[config.mk]
export PLATFORM = sky130hd
export DESIGN_NAME = output_channel_credit_tracker
export DESIGN_NICKNAME = d
export VERILOG_FILES = /design/src/rtl/output_channel_credit_tracker.sv
export SDC_FILE = /design/constraint.sdc
export NUM_CORES = 1
export LEC_CHECK = 0
export CAP_MARGIN = 10
export CORE_MARGIN = 4
export CORE_UTILIZATION = 49
export CTS_BUF_LIST = sky130_fd_sc_hd__clkbuf_4 sky130_fd_sc_hd__clkbuf_8
export DETAILED_ROUTE_END_ITERATION = 10
export PLACE_DENSITY = 0.83
export SLEW_MARGIN = 5
export SYNTH_ARGS = -nofsm -noshare
export SYNTH_HDL_FRONTEND = slang
export SYNTH_SLANG_ARGS = --single-unit
[constraint.sdc]
create_clock -name clock -period 4.51 [get_ports clock]
set_input_delay 0.6765 -clock clock [delete_from_list [all_inputs] [get_ports clock]]
set_output_delay 0.6765 -clock clock [all_outputs]
set_load 0.02 [all_outputs]
[src/rtl/output_channel_credit_tracker.sv]
// output_channel_credit_tracker
//
// Tracks two counts for each output channel of a PE. The first is the slots
// reserved by in-flight instructions. The second is the slots occupied in the
// channel buffer. From these it gives the issue stage an exact full status.
// Reservations are counted, not inferred from pipeline stage taps, so the
// block works for any pipeline depth between issue and writeback.
//
// Optional feature macro: TIA_OUTPUT_CHANNEL_DEQUEUE_BYPASS_EN
//   When defined, a same-cycle dequeue frees a slot for a same-cycle issue.
//   channel_full[c] is then also qualified by dequeue[c].

`ifndef TIA_NUM_OUTPUT_CHANNELS
`define TIA_NUM_OUTPUT_CHANNELS 4
`endif

module output_channel_credit_tracker #(
    parameter int  NUM_CHANNELS = `TIA_NUM_OUTPUT_CHANNELS,
    parameter int  BUFFER_DEPTH = 4,
    localparam int COUNT_WIDTH  = $clog2(BUFFER_DEPTH + 1)
) (
    input  logic                                clock,
    input  logic                                reset_n,
    input  logic                                issue_valid,
    input  logic [NUM_CHANNELS-1:0]             issue_oci,
    input  logic                                squash_valid,
    input  logic [NUM_CHANNELS-1:0]             squash_oci,
    input  logic [NUM_CHANNELS-1:0]             enqueue,
    input  logic [NUM_CHANNELS-1:0]             dequeue,
    output logic [NUM_CHANNELS-1:0]             channel_full,
    output logic [NUM_CHANNELS*COUNT_WIDTH-1:0] reserved_count,
    output logic [NUM_CHANNELS*COUNT_WIDTH-1:0] occupied_count,
    output logic                                protocol_error
);

    // Intermediate sums carry one extra bit. A bypassed issue can make
    // reserved+occupied reach BUFFER_DEPTH+1 for a moment before the
    // same-cycle dequeue brings it back.
    localparam int                 WIDE_WIDTH = COUNT_WIDTH + 1;
    localparam logic [COUNT_WIDTH:0] DEPTH_SUM = WIDE_WIDTH'(BUFFER_DEPTH);

    logic [NUM_CHANNELS-1:0] raw_full;      // reserved+occupied == depth
    logic [NUM_CHANNELS-1:0] occupied_any;  // occupied != 0
    logic [NUM_CHANNELS-1:0] issue_block;   // issue to this channel is illegal
    logic [NUM_CHANNELS-1:0] error_event;   // an illegal event was dropped this cycle
    logic                    protocol_error_q;

`ifdef TIA_OUTPUT_CHANNEL_DEQUEUE_BYPASS_EN
    // A same-cycle dequeue opens a slot for a same-cycle issue. If the channel
    // holds no occupied slot, that dequeue will itself be dropped. The issue
    // is refused in that case so the slot total can never exceed the depth.
    assign channel_full = raw_full & ~dequeue;
    assign issue_block  = channel_full | (raw_full & ~occupied_any);
`else
    assign channel_full = raw_full;
    assign issue_block  = raw_full;
`endif

    for (genvar c = 0; c < NUM_CHANNELS; c++) begin : g_channel
        logic [COUNT_WIDTH-1:0] reserved_q;
        logic [COUNT_WIDTH-1:0] occupied_q;
        logic [COUNT_WIDTH-1:0] reserved_d;
        logic [COUNT_WIDTH-1:0] occupied_d;
        logic [WIDE_WIDTH-1:0]  res_after_issue;
        logic [WIDE_WIDTH-1:0]  res_after_squash;
        logic [WIDE_WIDTH-1:0]  res_after_enqueue;
        logic [WIDE_WIDTH-1:0]  occ_after_enqueue;
        logic [WIDE_WIDTH-1:0]  occ_after_dequeue;
        logic                   issue_req;
        logic                   issue_ok;
        logic                   squash_req;
        logic                   squash_ok;
        logic                   enqueue_ok;
        logic                   dequeue_ok;
        logic                   channel_error;

        assign raw_full[c] = ({1'b0, reserved_q} + {1'b0, occupied_q}) == DEPTH_SUM;
        assign occupied_any[c] = (occupied_q != '0);
        assign reserved_count[c*COUNT_WIDTH +: COUNT_WIDTH] = reserved_q;
        assign occupied_count[c*COUNT_WIDTH +: COUNT_WIDTH] = occupied_q;
        assign error_event[c] = channel_error;

        // Apply this cycle's events in order: issue, squash, enqueue,
        // dequeue. An event that would break a counter is dropped and flagged.
        // NOTE: every signal assigned here gets a value on every path. The
        // value comes either from a default or from a straight-line
        // assignment. That keeps the block purely combinational, with no
        // inferred latch.
        always_comb begin
            issue_req  = issue_valid & issue_oci[c];
            issue_ok   = issue_req & ~issue_block[c];
            res_after_issue = {1'b0, reserved_q} + WIDE_WIDTH'(issue_ok);

            squash_req = squash_valid & squash_oci[c];
            squash_ok  = squash_req & (res_after_issue != '0);
            res_after_squash = res_after_issue - WIDE_WIDTH'(squash_ok);

            enqueue_ok = enqueue[c] & (res_after_squash != '0);
            res_after_enqueue = res_after_squash - WIDE_WIDTH'(enqueue_ok);
            occ_after_enqueue = {1'b0, occupied_q} + WIDE_WIDTH'(enqueue_ok);

            dequeue_ok = dequeue[c] & (occ_after_enqueue != '0);
            occ_after_dequeue = occ_after_enqueue - WIDE_WIDTH'(dequeue_ok);

            reserved_d = res_after_enqueue[COUNT_WIDTH-1:0];
            occupied_d = occ_after_dequeue[COUNT_WIDTH-1:0];

            channel_error = (issue_req  & ~issue_ok)
                          | (squash_req & ~squash_ok)
                          | (enqueue[c] & ~enqueue_ok)
                          | (dequeue[c] & ~dequeue_ok);
        end

        // Per-channel reservation and occupancy registers.
        // NOTE: the reset clears every count asynchronously. All in-flight
        // reservations are discarded, and no clock is needed to get out of a
        // stale state.
        always_ff @(posedge clock or negedge reset_n) begin
            if (!reset_n) begin
                reserved_q <= '0;
                occupied_q <= '0;
            end else begin
                // NOTE: state registers use non-blocking assignment. Every
                // register then samples the pre-edge values, whatever order
                // the blocks evaluate in.
                reserved_q <= reserved_d;
                occupied_q <= occupied_d;
            end
        end
    end

    // Sticky error flag: set by any dropped event, cleared only by reset.
    always_ff @(posedge clock or negedge reset_n) begin
        if (!reset_n) begin
            protocol_error_q <= 1'b0;
        end else if (|error_event) begin
            protocol_error_q <= 1'b1;
        end
    end

    assign protocol_error = protocol_error_q;

endmodule

==> impl_metrics.ini, run 1 <==
[yosys]
synth_nets = 355
ys_top_cells_by_count = 52 x ha_1, 50 x inv_1, 25 x dfrtp_1
netlist_area_mm2 = 0.00248
yosys.area.top_type_share = 0.262
syn_area_per_cell_um2 = 8.89
ys_top_cells_by_area = ha_1 26%, dfrtp_1 25%, inv_1 7.6%
synth-edff-count = 0
ys_ff_latch = 25
yosys.area.top_type = ha_1
yosys_warnings = 0
yosysMostFrequentCell = ha_1
netlist-cell-type-count = 42
synth_seq_area_share = 0.252
syn-instance-count = 279
synth_ff_type = dfrtp_1
synthArstFlopShare = 1.00

[place]
gp_congestion = 0.799
portBuffers = 48
hpwl_um = 5910

[status]
stop_error = [ERROR DPL-0033] detailed placement checks failed during check placement.
failed_stage = global routing
status = aborted with a tool error

[cts]
cts_buffer_depth = 2
root_buffer = clkbuf_8
cts_max_level = 1
cts_sinks = 25
numCtsBuffers = 3

[sta]
worstEpCategory = register data pin
worstEndpointGrtRepair = protocol_error$_DFFE_PN0P_/D

[die]
fp-row-count = 25
die_y_um = 79.2
start_util = 0.515
io_pins = 49
die_w_um = 79.2

[global_route]
grt_max_degree = 26
grt_antenna_before_repair = 0
[cells by family after synthesis]
group           share of synthesized area
compound gates                      0.123
xor+xnor                           0.0847
fa+ha+maj                           0.295
buf+inv                            0.0756
flops                               0.252
simple gates                        0.170
[through the flow]
stage,hold slack [ps],setup WS [ps],cell area [um2],std cells,utilization
after floorplan,381,-241,2870,279,-
after global placement,621,-270,4010,470,0.832
after detailed placement,616,-359,4010,470,0.832
after CTS,662,-177,4400,485,0.914
[repair_timing]
item / in CTS
pin swaps: 55
gates resized for setup: 56
hold buffers: 0
buffers inserted: 11
endpoints found under the setup margin: 12
==> run 2, diff against run 1 <==
Settings changed: CORE_UTILIZATION 49 to 40, CTS_BUF_LIST sky130_fd_sc_hd__clkbuf_4 sky130_fd_sc_hd__clkbuf_8 to unset, PLACE_DENSITY 0.83 to unset, PLACE_DENSITY_LB_ADDON set to 0.15.
Clock period 4.51 ns to 5.85 ns, I/O delays scaled along.
==> run 2 against run 1 <==
The run now ends clean. Synthesized area did not move. Synthesized cell count did not move.
==> impl_metrics.ini, run 2 <==
[drt]
vias = 2030
wl_per_cell_um = 12.8
routed_via_density = 4.99
ant_nets = 0
first_pass_iters = 4
drtIter0Drc = 32
route.detailed.drc = 0
routed_wirelength_um = 5200

[sta]
min_period_ps = 5400
relSlewSlack = 0.626
fmax_mhz = 185
finalCritPeriodShare = 0.924
slew_violations = 0
setup_viol = 0
worstMarginPinSlew_ps = 553
hold_viol = 0
rsz0062_at_grt = no
finClkSkew_ps = 4.29
fin_setup_tns_ps = 0

[worst_hold_path]
whs_path_depth = 2
hold_path.class = flip-flop to flip-flop

[cells_and_area]
fin_nets = 409
antenna_cells = 0
drive_above_1_share = 0.0482
final_cell_mix = 52 x ha_1, 50 x inv_1, 48 x clkdlybuf4s50_1
num-fill-cells = 601
stdcell_count = 407
utilization = 0.525
final_common_cell = ha_1
syn_to_final_growth_pct = 26.1

[pwr]
leakagePower_nw = 1.53
irDropWorstVdd_uv = 259
power_density_mw_per_mm2 = 627

[global_route]
grt_max_degree = 26
grt_antenna_before_repair = 0
grt_pass1_vias = 1999
grt-busiest-layer = met2
grt_util_met3 = 0.0209
overflow = 0
grt_use_total = 0.152
grt_util_met2 = 0.252
met1_usage = 0.203
grt_pass1_wl_um = 9010

[critical_path]
arrival_ps = 5560
crit_top_cell = ha_1
crit_slowest_cell = or4_1
reg2reg_depth = 25
worstSetupPathType = flip-flop to flip-flop
crit_path_start_kind = flip-flop
endpoint_kind = flip-flop
max_stage_delay_ps = 520
required_ps = 6000
worstPathMaxFanout = 5

[yosys]
synthXorXnorAreaFrac = 0.0847
synth_top_family_by_area = adder cells
synth-edff-count = 0
netlist_area_mm2 = 0.00248
yosys_warnings = 0
ys_ff_latch = 25
ys_top_cells_by_area = ha_1 26%, dfrtp_1 25%, inv_1 7.6%
synth_nets = 355
synthArstFlopShare = 1.00
syn-instance-count = 279
syn_area_per_cell_um2 = 8.89
muxShareOfSynthArea = 0
synth_seq_area_share = 0.252
yosys.area.top_type_share = 0.262
synth-adder-area-share = 0.295
ys_top_cells_by_count = 52 x ha_1, 50 x inv_1, 25 x dfrtp_1
yosys.area.top_type = ha_1
synth_ff_type = dfrtp_1
yosysMostFrequentCell = ha_1
synthSimpleGateAreaFrac = 0.170
synth-compound-area-share = 0.123
netlist-cell-type-count = 42

[place]
gp_congestion = 0.825
hpwl_um = 4410
dp_cells = 403
portBuffers = 48

[cts]
cts_tree = yes
numCtsBuffers = 3
clk_latency_ps = 280
cts_sinks = 25
cts_max_level = 1
path_clk_slew_ps = 100
root_buffer = clkbuf_8
cts_buffer_depth = 2

[die]
start_util = 0.417
core_mm2 = 0.00596
fp-row-count = 28
die_area_mm2 = 0.00753
die_y_um = 86.8
die_w_um = 86.8
io_pins = 49

[status]
status = finished clean

[job]
maxCapViolations = 0
==> run 2: cell counts after synthesis <==
No cell type changed its count.
==> run 2: area by class of cell <==
cell class | count | area [um2] | share of cell area
clock buffer | 3 | 41.3 | 0.0132
clock inverter | 1 | 5.00 | 0.00160
inverter | 50 | 188 | 0.0600
multi-input combinational | 204 | 1690 | 0.539
sequential | 25 | 626 | 0.200
tap | 75 | 93.8 | 0.0300
timing repair buffer | 49 | 488 | 0.156
==> run 2: path summary, 6_finish.rpt <==
path / from / endpoint / slack, ps
worst max register to register: g_channel[3].occupied_q[0] / protocol_error / 450
worst max-delay path: g_channel[3].occupied_q[0] / protocol_error / 450
worst min-delay path: g_channel[1].occupied_q[2] / g_channel[1].occupied_q[2] / 680
worst min register to register: g_channel[1].occupied_q[2] / g_channel[1].occupied_q[2] / 680
min in group asynchronous: reset_n / g_channel[2].occupied_q[1] / 980
max in group asynchronous: reset_n / g_channel[3].occupied_q[0] / 4620
==> run 2: cells by family after synthesis <==
family,count (synthesis)
AND/OR/NAND/NOR,82
adder cells (fa/ha/maj),56
buffers and inverters,50
AO/OA/AOI/OAI,42
flip-flops,25
XOR/XNOR,24
==> run 2: layer usage <==
metal,routed length (um),vias up
met2,2530,32
met5,0,-
met1,2400,939
li1,-,1052
met3,182,7
met4,86,0
==> run 2: repair_timing <==
action,in CTS,in global routing
resized for setup,0,4
buffers inserted,0,0
setup endpoints to repair,0,1
hold buffers,0,0
==> run 2: report_power, final <==
group          switching (mW)  internal, mW
sequential              0.126         0.275
clock                  0.0620        0.0479
combinational           0.757         0.694
total                   0.945          1.02
==> run 2: worst max-delay path, delay by kind of cell, from the launching register on <==
| family | cells | cell delay [ps] |
|---|---|---|
| compound gates | 6 | 1050 |
| flops | 1 | 400 |
| simple gates | 10 | 1940 |
| fa+ha+maj | 8 | 1850 |
| buf+inv | 1 | 50 |
==> run 2: metrics by stage <==
step / worst slack [ps] / hold WS [ps] / area [um2] / power [mW]
2_1_floorplan: 344 / 582 / 2480 / 1.42
3_3_place_gp: 287 / 669 / 3060 / 1.85
3_5_place_dp: 248 / 639 / 3060 / 1.87
4_1_cts: 275 / 685 / 3110 / 1.99
5_1_grt: 6.19 / 746 / 3130 / 2.22
6_report: 447 / 678 / 3130 / 1.96
Power figures use the tool's default switching activity.
==> run 3, diff against run 2 <==
--- a/config.mk
+++ b/config.mk
@@ -7,3 +7,2 @@
 export LEC_CHECK = 0
-export CAP_MARGIN = 10
 export CORE_MARGIN = 4
--- a/constraint.sdc
+++ b/constraint.sdc
@@ -3,2 +3,2 @@
 set_output_delay 0.8775 -clock clock [all_outputs]
-set_load 0.02 [all_outputs]
+set_load 0.005 [all_outputs]
==> results of run 3 <==
The final DEF is identical to that of run 2. Status: finished clean.
Main changes from that run: total power 1.96 mW -> 1.84 mW; worst IR drop on VDD 259 uV -> 243 uV
